==> src/rtl/edge_event_arbiter_if.sv <==
// Event handshake bundle between the edge event arbiter and its consumer.
//   evt_valid : event offered (arbiter -> consumer)
//   evt_ch    : channel index of the offered event (arbiter -> consumer)
//   evt_rise  : 1 rising edge, 0 falling edge (arbiter -> consumer)
//   evt_ready : consumer accepts the offered event (consumer -> arbiter)
// The master modport is the arbiter side and the slave modport is the consumer side.
interface edge_event_arbiter_if #(
  parameter int IDX_W = 2
);
  logic             evt_valid;
  logic [IDX_W-1:0] evt_ch;
  logic             evt_rise;
  logic             evt_ready;

  modport master (
    output evt_valid,
    output evt_ch,
    output evt_rise,
    input  evt_ready
  );

  modport slave (
    input  evt_valid,
    input  evt_ch,
    input  evt_rise,
    output evt_ready
  );
endinterface

==> src/rtl/edge_event_arbiter.sv <==
// Multi-channel edge event scheduler.
// Each asynchronous input line is synchronized, and its rising/falling edges are
// qualified by a per-channel mode. Qualified edges are held as one pending event
// per channel. Pending events are handed to a single consumer one at a time over a
// valid/ready handshake, with round-robin arbitration between channels.
// Ports:
//   clk, rst   : clock and synchronous active-high reset
//   sig_in     : asynchronous input lines, one bit per channel
//   mode_cfg   : per-channel edge mode, bits [2i+1:2i]
//                (00 off, 01 rising, 10 falling, 11 both)
//   evt        : event handshake (master side): evt_valid/evt_ch/evt_rise out, evt_ready in
//   ovf_flag   : sticky per-channel flag, set when an edge was dropped
//   ovf_clr    : clears every ovf_flag bit (a new overflow in the same cycle wins)
//   evt_count  : number of accepted events, wraps modulo 2^CNT_W
module edge_event_arbiter #(
  parameter int N_CH  = 4,
  parameter int IDX_W = 2,
  parameter int CNT_W = 16
) (
  input  logic                clk,
  input  logic                rst,
  input  logic [N_CH-1:0]     sig_in,
  input  logic [2*N_CH-1:0]   mode_cfg,
  edge_event_arbiter_if.master evt,
  output logic [N_CH-1:0]     ovf_flag,
  input  logic                ovf_clr,
  output logic [CNT_W-1:0]    evt_count
);

  typedef enum logic {
    IDLE  = 1'b0,
    OFFER = 1'b1
  } state_t;

  state_t state_reg;

  logic [N_CH-1:0]  s0_reg;
  logic [N_CH-1:0]  s1_reg;
  logic [N_CH-1:0]  s2_reg;
  logic [N_CH-1:0]  pend_reg;
  logic [N_CH-1:0]  pend_rise_reg;
  logic [N_CH-1:0]  ovf_reg;

  logic [N_CH-1:0]  rise;
  logic [N_CH-1:0]  fall;
  logic [N_CH-1:0]  qual;
  logic [N_CH-1:0]  load;
  logic [N_CH-1:0]  ovf_set;

  logic             valid_reg;
  logic [IDX_W-1:0] ch_reg;
  logic             rise_out_reg;
  logic [IDX_W-1:0] last_grant_reg;
  logic [CNT_W-1:0] count_reg;

  logic             pick_found;
  logic [IDX_W-1:0] pick_idx;
  logic [IDX_W-1:0] cand;

  // Per-channel synchronizer, edge qualification and pending/overflow state.
  generate
    for (genvar gi = 0; gi < N_CH; gi++) begin : g_ch
      always_ff @(posedge clk) begin
        if (rst) begin
          s0_reg[gi] <= 1'b0;
          s1_reg[gi] <= 1'b0;
          s2_reg[gi] <= 1'b0;
        end else begin
          s0_reg[gi] <= sig_in[gi];
          s1_reg[gi] <= s0_reg[gi];
          s2_reg[gi] <= s1_reg[gi];
        end
      end

      assign rise[gi] = s1_reg[gi] & ~s2_reg[gi];
      assign fall[gi] = ~s1_reg[gi] & s2_reg[gi];
      assign qual[gi] = (rise[gi] & mode_cfg[2*gi]) | (fall[gi] & mode_cfg[2*gi+1]);

      // The FSM takes this channel's pending event this cycle.
      assign load[gi] = (state_reg == IDLE) && pick_found && (pick_idx == IDX_W'(gi));

      // A channel being loaded frees its slot in the same cycle, so a new edge
      // arriving then is kept rather than counted as an overflow.
      assign ovf_set[gi] = qual[gi] & pend_reg[gi] & ~load[gi];

      always_ff @(posedge clk) begin
        if (rst) begin
          pend_reg[gi]      <= 1'b0;
          pend_rise_reg[gi] <= 1'b0;
          ovf_reg[gi]       <= 1'b0;
        end else begin
          if (qual[gi] && (!pend_reg[gi] || load[gi])) begin
            pend_reg[gi]      <= 1'b1;
            pend_rise_reg[gi] <= rise[gi];
          end else if (load[gi]) begin
            pend_reg[gi] <= 1'b0;
          end

          if (ovf_set[gi]) begin
            ovf_reg[gi] <= 1'b1;
          end else if (ovf_clr) begin
            ovf_reg[gi] <= 1'b0;
          end
        end
      end
    end
  endgenerate

  // Round-robin search starting just after the last granted channel, wrapping
  // explicitly so that channel counts that are not a power of two work too.
  always_comb begin
    pick_found = 1'b0;
    pick_idx   = '0;
    cand       = last_grant_reg;
    for (int k = 0; k < N_CH; k++) begin
      cand = (cand == IDX_W'(N_CH - 1)) ? '0 : cand + 1'b1;
      if (!pick_found && pend_reg[cand]) begin
        pick_found = 1'b1;
        pick_idx   = cand;
      end
    end
  end

  // Delivery FSM with registered handshake outputs.
  always_ff @(posedge clk) begin
    if (rst) begin
      state_reg      <= IDLE;
      valid_reg      <= 1'b0;
      ch_reg         <= '0;
      rise_out_reg   <= 1'b0;
      count_reg      <= '0;
      last_grant_reg <= IDX_W'(N_CH - 1);
    end else begin
      case (state_reg)
        IDLE: begin
          if (pick_found) begin
            ch_reg       <= pick_idx;
            rise_out_reg <= pend_rise_reg[pick_idx];
            valid_reg    <= 1'b1;
            state_reg    <= OFFER;
          end
        end
        OFFER: begin
          if (evt.evt_ready) begin
            valid_reg      <= 1'b0;
            count_reg      <= count_reg + 1'b1;
            last_grant_reg <= ch_reg;
            state_reg      <= IDLE;
          end
        end
        default: state_reg <= IDLE;
      endcase
    end
  end

  assign evt.evt_valid = valid_reg;
  assign evt.evt_ch    = ch_reg;
  assign evt.evt_rise  = rise_out_reg;
  assign ovf_flag      = ovf_reg;
  assign evt_count     = count_reg;

endmodule
==> src/flat_wrapper.sv <==
// flat-port wrapper written by rule: the top's interface ports become plain ports
module edge_event_arbiter_flat 
#(
  parameter int N_CH  = 4,
  parameter int IDX_W = 2,
  parameter int CNT_W = 16
)
  (clk, rst, sig_in, mode_cfg, ovf_flag, ovf_clr, evt_count, evt_evt_valid, evt_evt_ch, evt_evt_rise, evt_evt_ready);
  edge_event_arbiter_if #(.IDX_W(IDX_W)) evt_i ();
  input  logic clk;
  input  logic rst;
  input  logic [N_CH-1:0] sig_in;
  input  logic [2*N_CH-1:0] mode_cfg;
  output logic [N_CH-1:0] ovf_flag;
  input  logic ovf_clr;
  output logic [CNT_W-1:0] evt_count;
  output wire logic [$bits(evt_i.evt_valid)-1:0] evt_evt_valid;
  output wire logic [$bits(evt_i.evt_ch)-1:0] evt_evt_ch;
  output wire logic [$bits(evt_i.evt_rise)-1:0] evt_evt_rise;
  input wire logic [$bits(evt_i.evt_ready)-1:0] evt_evt_ready;
  assign evt_evt_valid = evt_i.evt_valid;
  assign evt_evt_ch = evt_i.evt_ch;
  assign evt_evt_rise = evt_i.evt_rise;
  assign evt_i.evt_ready = evt_evt_ready;
  edge_event_arbiter #(.N_CH(N_CH), .IDX_W(IDX_W), .CNT_W(CNT_W)) u_core (.clk(clk), .rst(rst), .sig_in(sig_in), .mode_cfg(mode_cfg), .evt(evt_i), .ovf_flag(ovf_flag), .ovf_clr(ovf_clr), .evt_count(evt_count));
endmodule
==> config.mk <==
export PLATFORM = sky130hd
export DESIGN_NAME = edge_event_arbiter_flat
export DESIGN_NICKNAME = d
export VERILOG_FILES = /design/src/rtl/edge_event_arbiter_if.sv /design/src/rtl/edge_event_arbiter.sv /design/src/flat_wrapper.sv
export SDC_FILE = /design/constraint.sdc
export NUM_CORES = 1
export LEC_CHECK = 0
export BUFFER_PORTS_ARGS = -buffer_cell sky130_fd_sc_hd__buf_2
export CORE_ASPECT_RATIO = 0.7
export CORE_UTILIZATION = 54
export CTS_CLUSTER_DIAMETER = 50
export DETAILED_ROUTE_END_ITERATION = 10
export HOLD_SLACK_MARGIN = 0.03
export PLACE_DENSITY = 0.87
export SLEW_MARGIN = 20
export SYNTH_ARGS = -nofsm -noshare
export SYNTH_HDL_FRONTEND = slang
export SYNTH_SLANG_ARGS = --single-unit
==> constraint.sdc <==
create_clock -name clk -period 2.4 [get_ports clk]
set_clock_uncertainty 0.15 [all_clocks]
set_input_delay 0.24 -clock clk [delete_from_list [all_inputs] [get_ports clk]]
set_output_delay 0.24 -clock clk [all_outputs]
set_load 0.005 [all_outputs]
Yosys cells after proc, flatten, opt, wreduce, memory -nomap -nowiden. Cells that the tools add are included.

Word-level logic and storage cells: 166. Bits of input ports: 16. Flip-flop bits (word level): 47.

Muxes and demuxes: 41. Reductions and logical operators: 35. $lt $le $gt $ge: 5. $add $sub $neg: 5. Equal/unequal tests: 9. Bitwise operators: 41.

Operator list (count): 1-bit 2-to-1 mux (26); 1-bit bitwise AND (24); 16-bit by 1-bit adder with 16-bit output, second input constant (1); 2-bit 2-to-1 mux (8); 2-bit nonzero test (8); 2-bit by 3-bit less-than comparator with 1-bit output, second input constant (5); 1-bit inverter (13); 2-bit == test, second input constant (6); 1-bit logical AND (12); 1-bit binary-select mux with 2-bit select (5); 2-bit by 1-bit adder with 2-bit output, second input constant (4); 1-bit zero test (7); 2-bit AND reduction (3); 1-bit logical OR (4); 1-bit bitwise OR (4); 1-bit case mux with 2 select lines (2); 2-bit by 1-bit == test with 1-bit output, second input constant (1); 2-bit zero test (1); 2-bit by 1-bit != test with 1-bit output, second input constant (1); 2-bit != test, second input constant (1).

Longest topological paths before layout. Gate-level depths: netlist (run 1).

Depth after elaboration: 19. Depth in mapped cells: 7. Depth with buffers taken out: 6.

Worst setup path before layout (run 1). No wires, ideal clock.

Kind: flip-flop to flip-flop. Start: reg u_core.last_grant_reg[0]. End: reg u_core.ovf_reg[1], in the netlist u_core.ovf_flag[1]. Setup time: 0.132 ns. Setup slack: 0.266 ns. Period minus slack after synthesis: 2.134 ns. Stages on the path, launching flop included: 7. Arrival time: 1.851 ns. Cells stage by stage: dfxtp_1 > ha_1 > o31ai_1 > a21oi_1 > or3_4 > o311ai_2 > a21oi_1.

Cells in the longest elaborated chain, start to end: 19.

Ends and longest elaborated chain: start: declaration (line edge_event_arbiter.sv:53) `logic [IDX_W-1:0] last_grant_reg;`; start signal: assignment (line edge_event_arbiter.sv:132) `last_grant_reg <= IDX_W'(N_CH - 1);`; start signal: assignment (line edge_event_arbiter.sv:147) `last_grant_reg <= ch_reg;`; 2-bit by 1-bit adder with 2-bit output or 2-bit == test (tied branches) (line edge_event_arbiter.sv:116) `cand = (cand == IDX_W'(N_CH - 1)) ? '0 : cand + 1'b1;`; 2-bit 2-to-1 mux * (line edge_event_arbiter.sv:116); parallel branches: the longest is 13 deep, another holds 2-bit by 1-bit adder with 2-bit output; 1-bit logical AND * (line edge_event_arbiter.sv:80) `assign load[gi] = (state_reg == IDLE) && pick_found && (pick_idx == IDX_W'(gi));`; 1-bit inverter * (line edge_event_arbiter.sv:84) `assign ovf_set[gi] = qual[gi] & pend_reg[gi] & ~load[gi];`; 1-bit bitwise AND * (line edge_event_arbiter.sv:84); 1-bit 2-to-1 mux or 2-bit nonzero test (tied branches); end signal: indexed assignment (line edge_event_arbiter.sv:90) `ovf_reg[gi] <= 1'b0;`; end signal: indexed assignment (line edge_event_arbiter.sv:100) `ovf_reg[gi] <= 1'b1;`; end signal: indexed assignment (line edge_event_arbiter.sv:102) `ovf_reg[gi] <= 1'b0;`; end: declaration (line edge_event_arbiter.sv:42) `logic [N_CH-1:0] ovf_reg;`.

Mark *: on every way between the ends. The select of a mux whose other input is x is not followed. A chain may end at the register's enable or synchronous reset.

Worst setup path after layout (run 1). Ends and elaborated chain as after synthesis.

==> out/results.ini, run 1 <==
[floorplanning]
row_count = 18
die_w_um = 75.5
design.die.area_um2 = 4030
initial_utilization = 0.573
ios = 40
die_y_um = 53.4
core_area_um2 = 3560

[pwr]
power_mw = 1.43
power_density_nw_per_um2 = 599
power.leakage_nw = 0.942
vdd_drop_max_mv = 0.470

[cts]
cts.sinks = 47
cts_resized = 0
postCtsSetupBuffers = 0
ctsRootBufferMaster = clkbuf_8
cts_buffers = 5
cts.clk_slew.worst_paths_ps = 80
cts_max_level = 2
clock_path_buffers = 2
clock_latency_ps = 290
cts_hold_buffers = 3
cts_tree = built

[logic_synthesis]
synth_area_leaders = dfxtp_1 (46%), nand2_1 (5.0%), a21oi_1 (4.7%), nor2b_1 (4.0%), nor2_1 (3.1%)
synthSimpleGateAreaFrac = 0.264
yosys.area_share.adder = 0.0123
async_flop_share = 0
syn-cell-area_um2 = 2040
synth_cells = 229
synth_compound_area_frac = 0.161
yosys.area.top_type_share = 0.461
ys_seq_area_frac = 0.461
syn-num-nets = 247
muxShareOfSynthArea = 0.0245
synthXorXnorAreaFrac = 0.0386
yosysTopAreaCell = dfxtp_1
synth-edff-count = 0
ys_types = 45
synth_seq_cells = 47
synth_ff_type = dfxtp_1
yosys_warnings = 0
synth_top_family_by_area = simple AND/OR/NAND/NOR gates
avgSynthCellArea_um2 = 8.91

[detailed_routing]
drtAntennaViolNets = 0
drt_wl_total_mm = 3.96
drtIter0Drc = 163
dr.pass1.iters = 4
vias_per_cell = 5.26
wl_per_cell_um = 12.3
drc = 0
num_vias = 1688

[setup_path]
critPathLaunchType = flop
cp-end-kind = flop
worstReg2RegStart = u_core.last_grant_reg[0]$_SDFFE_PP1P_
setup.worst_path.start = u_core.last_grant_reg[0]$_SDFFE_PP1P_
critPathKind = reg2reg
required_ps = 2410
crit_top_cell = a21oi_1
slowest_stage = or3_4
path_cells = ha_1 > o31ai_1 > a21oi_1 > or3_4 > o311ai_2 > a21oi_1
critPathTopFamily = compound AO/OA/AOI/OAI gates
crit_path_max_incr_delay_ps = 460
crit_arrival_ps = 2270
crit_fanout = 8
crit_buf_inv = 0

[sta]
fin_crit_sh = 0.943
min_period_ps = 2260
fmax_ghz = 0.442
timing.setup.tns_ps = 0
setup_viol_count_final = 0
slew_violations = 0
hold_viol = 0
grt_setup_unrepaired = false
relSlewSlack = 0.583
worst_pin_slew_ps = 625

[grt]
antenna_found_initial = 0
grt_pass1_vias = 1452
grt_pass1_wl_mm = 6.36
grt_max_degree = 39
grtUsageTotal = 0.212
overflow = 0

[layout]
n_antenna_cell = 0
layout-drive-gt1-share = 0.218
largest_reg_flops = 16
final_common_cell = dfxtp_1
num-nets-final = 288
fin_util = 0.668
areaGrowthSynthToFinish_pct = 16.6
layout_common_cells = dfxtp_1 (47), buf_2 (39), nand2_1 (27)

[min_path]
min-delay-start = sig_in[1]
hold_class = in2reg

[status]
outcome = finished, final reports clean

[place]
io_buffer_count = 39
hpwl_mm = 2.81
gp_congestion = 0.924

[job]
cap_violations = 0

[cells in the mapped netlist, types with 4 or more instances]
cell / n
nand2_1: 27
dfxtp_1: 47
nand3_1: 5
inv_1: 8
or3_1: 7
mux2i_1: 5
o21ai_0: 6
nand2b_1: 6
o31ai_1: 6
nor2_1: 17
clkbuf_1: 6
nor3_1: 4
nand4_1: 4
xnor2_1: 6
a21oi_1: 19
nor2b_1: 13
nand3b_1: 5
[cells by family (layout without fill, tap and decap cells)]
family	after synthesis	count (layout)
simple gates	101	101
buf+inv	18	60
flops	47	47
fa+ha+maj	2	2
mux	5	5
compound gates	47	47
xor+xnor	9	9
[layout make-up]
type / instances / area (um2)
Multi-Input combinational cell: 164 / 1020
Tap cell: 50 / 62.6
Timing Repair Buffer: 44 / 240
Sequential cell: 47 / 941
Clock inverter: 3 / 15.0
Inverter: 8 / 30.0
Clock buffer: 5 / 68.8
Fill cell: 311 / 1180
[where the power goes]
part | switching [mW] | leakage (nW) | internal [mW]
registers | 0.0186 | 0.382 | 0.802
clock network | 0.251 | 0.0477 | 0.200
logic | 0.0889 | 0.512 | 0.0661
[final timing paths]
path,cells after the start,slack (ps),to
worst max register to register,6,140,u_core.ovf_flag[1]$_SDFFE_PP0P_
worst max-delay path,6,140,u_core.ovf_flag[1]$_SDFFE_PP0P_
worst min-delay path,2,40,u_core.s0_reg[1]$_SDFF_PP0_
worst min register to register,1,290,u_core.s1_reg[0]$_SDFF_PP0_
[routing by layer]
layer,global-route usage,part of all wire,vias up
met5,0,0,-
met4,0.0463,0.0081,0
met3,0.0514,0.031,5
met2,0.339,0.45,35
met1,0.288,0.51,769
li1,-,-,879
[metrics by stage]
step	hold slack, ps	setup slack, ps	std cells	area, um2
3_5_place_dp	279	184	310	2260
6_report	37.1	137	321	2380
3_3_place_gp	267	254	310	2260
5_1_grt	35.0	18.6	321	2380
4_1_cts	39.5	136	321	2380
2_1_floorplan	173	266	229	2040
Note: power is estimated with default switching activity, not from simulation.
==> run 2, diff against run 1 <==
Settings changed: PLACE_DENSITY 0.87 to 0.78, RECOVER_POWER from default to 100.
==> run 2 against run 1 <==
  * Flip-flop and latch count did not move
  * Sequential power barely moved
  * Setup slack improved by 24 ps
  * Global-route usage rose by 1.9 points
  * Critical path depth did not move
  * Clock-buffer cell count did not move
  * Register-to-register slack improved by 20 ps
  * Worst hold slack improved by 50 ps
  * Design area fell by 0.26%
  * Largest cell class unchanged
==> out/results.ini, run 2 (synthesis results as in run 1) <==
[status]
outcome = finished, final reports clean

[setup_path]
cp-end-kind = flop
required_ps = 2390
crit_arrival_ps = 2230
crit_path_max_incr_delay_ps = 430
path_cells = ha_1 > o31ai_2 > a21oi_2 > or3_4 > o31ai_1 > a21oi_1
crit_fanout = 8
critPathKind = reg2reg
slowest_stage = or3_4
critPathLaunchType = flop

[grt]
grtUsageTotal = 0.231
overflow = 0
antenna_found_initial = 0
grt_max_degree = 31
grt_pass1_wl_mm = 6.78
grt_pass1_vias = 1501

[place]
place_area_um2 = 2270
gp_congestion = 0.926
hpwl_mm = 2.87
io_buffer_count = 39

[cts]
cts_max_level = 2
cts.clk_slew.worst_paths_ps = 90
cts_tree = built
clock_latency_ps = 310
clock_path_buffers = 2
cts_buffers = 5
ctsRootBufferMaster = clkbuf_8
cts.sinks = 47

[sta]
hold_viol = 0
setup_viol_count_final = 0
timing.setup.tns_ps = 0
grt_setup_unrepaired = false
slew_violations = 0
fin_crit_sh = 0.933
worst_pin_slew_ps = 1160
relSlewSlack = 0.229
min_period_ps = 2240
fmax_ghz = 0.447

[detailed_routing]
wl_per_cell_um = 12.4
drtIter0Drc = 102
drt_wl_total_mm = 4.02
num_vias = 1684
vias_per_cell = 5.21
drtAntennaViolNets = 0
dr.pass1.iters = 4
drc = 0

[layout]
num-nets-final = 290
final_common_cell = dfxtp_1
layout-drive-gt1-share = 0.147
areaGrowthSynthToFinish_pct = 16.2
layout_common_cells = dfxtp_1 (47), nand2_1 (27), buf_2 (20), clkbuf_1 (20), a21oi_1 (18)
largest_reg_flops = 16
n_antenna_cell = 0
design_area_um2 = 2370
n_fill_cell = 320

[floorplanning]
core_area_um2 = 3560
initial_utilization = 0.573
design.die.area_um2 = 4030
ios = 40
die_y_um = 53.4
row_count = 18
die_w_um = 75.5

[pwr]
vdd_drop_max_mv = 0.389
power_mw = 1.46
power_density_nw_per_um2 = 614
power.leakage_nw = 0.864

[job]
cap_violations = 0

[min_path]
hold_class = in2reg

## run 2: cell types whose count changed in the layout (fill, tap and decap cells not counted)
cell | before | now
clkbuf_1 | 0 | 20
buf_2 | 39 | 20
clkinv_2 | 3 | 1
a21oi_1 | 19 | 18
a21oi_2 | 0 | 1
and2_0 | 0 | 1
and2_1 | 2 | 1
clkinv_4 | 0 | 1
dlygate4sd3_1 | 3 | 4
inv_6 | 0 | 1
o311ai_1 | 2 | 3
o311ai_2 | 1 | 0
## run 2: repair_timing
action                     4_1_cts  5_1_grt
gates resized for setup          0        2
setup buffers                    0        0
hold endpoints to repair         4        0
hold buffers                     4        0
setup endpoints to repair        0        2
## run 2: through the flow
step,hold WS [ps],cells,setup slack (ps),util
after floorplan,173,229,266,-
after global placement,266,311,253,0.639
after detailed placement,278,311,173,0.639
after CTS,75.8,323,127,0.675
after global routing,73.0,323,53.1,0.667
final,86.7,323,161,0.667
## run 2: where the power goes
| group | total, mW | leakage [nW] | internal, mW | switching [mW] |
|---|---|---|---|---|
| Sequential | 0.822 | 0.382 | 0.802 | 0.0197 |
| Combinational | 0.155 | 0.434 | 0.0666 | 0.0879 |
| Clock | 0.480 | 0.0485 | 0.209 | 0.272 |
| Total | 1.46 | 0.864 | 1.08 | 0.379 |
## run 2: area by class of cell
class                   instances  area [um2]  area share
multi-input cells             164        1020       0.429
clock inverters                 3        22.5     0.00949
inverters                       8        30.0      0.0127
repair buffers                 46         230      0.0970
clock buffers                   5        68.8      0.0290
flip-flops and latches         47         941       0.397
well taps                      50        62.6      0.0264
## run 2: path summary, 6_finish.rpt
| kind | start | to | slack (ps) | depth (start not counted) |
|---|---|---|---|---|
| max | u_core.last_grant_reg[0]$_SDFFE_PP1P_ | u_core.pend_reg[1]$_SDFFE_PP0P_ | 160 | 6 |
| min | mode_cfg[6] | u_core.pend_rise_reg[3]$_SDFFE_PP0P_ | 90 | 3 |
| max reg2reg | u_core.last_grant_reg[0]$_SDFFE_PP1P_ | u_core.pend_reg[1]$_SDFFE_PP0P_ | 160 | 6 |
| min reg2reg | u_core.s0_reg[1]$_SDFF_PP0_ | u_core.s1_reg[1]$_SDFF_PP0_ | 290 | 1 |
## run 2: critical path, delay by kind of cell (launching register included)
kind / cells / cell delay [ps]
adder cells (fa/ha/maj): 1 / 400
AO/OA/AOI/OAI: 4 / 780
flip-flops: 1 / 320
AND/OR/NAND/NOR: 1 / 430
## run 2: per-layer routing
layer / global-route usage / wire [um] / vias to the layer above
met5: 0 / 0 / -
met3: 0.0629 / 123 / 5
met2: 0.330 / 1730 / 22
met1: 0.331 / 2120 / 766
li1: - / - / 891
met4: 0.0772 / 40 / 0
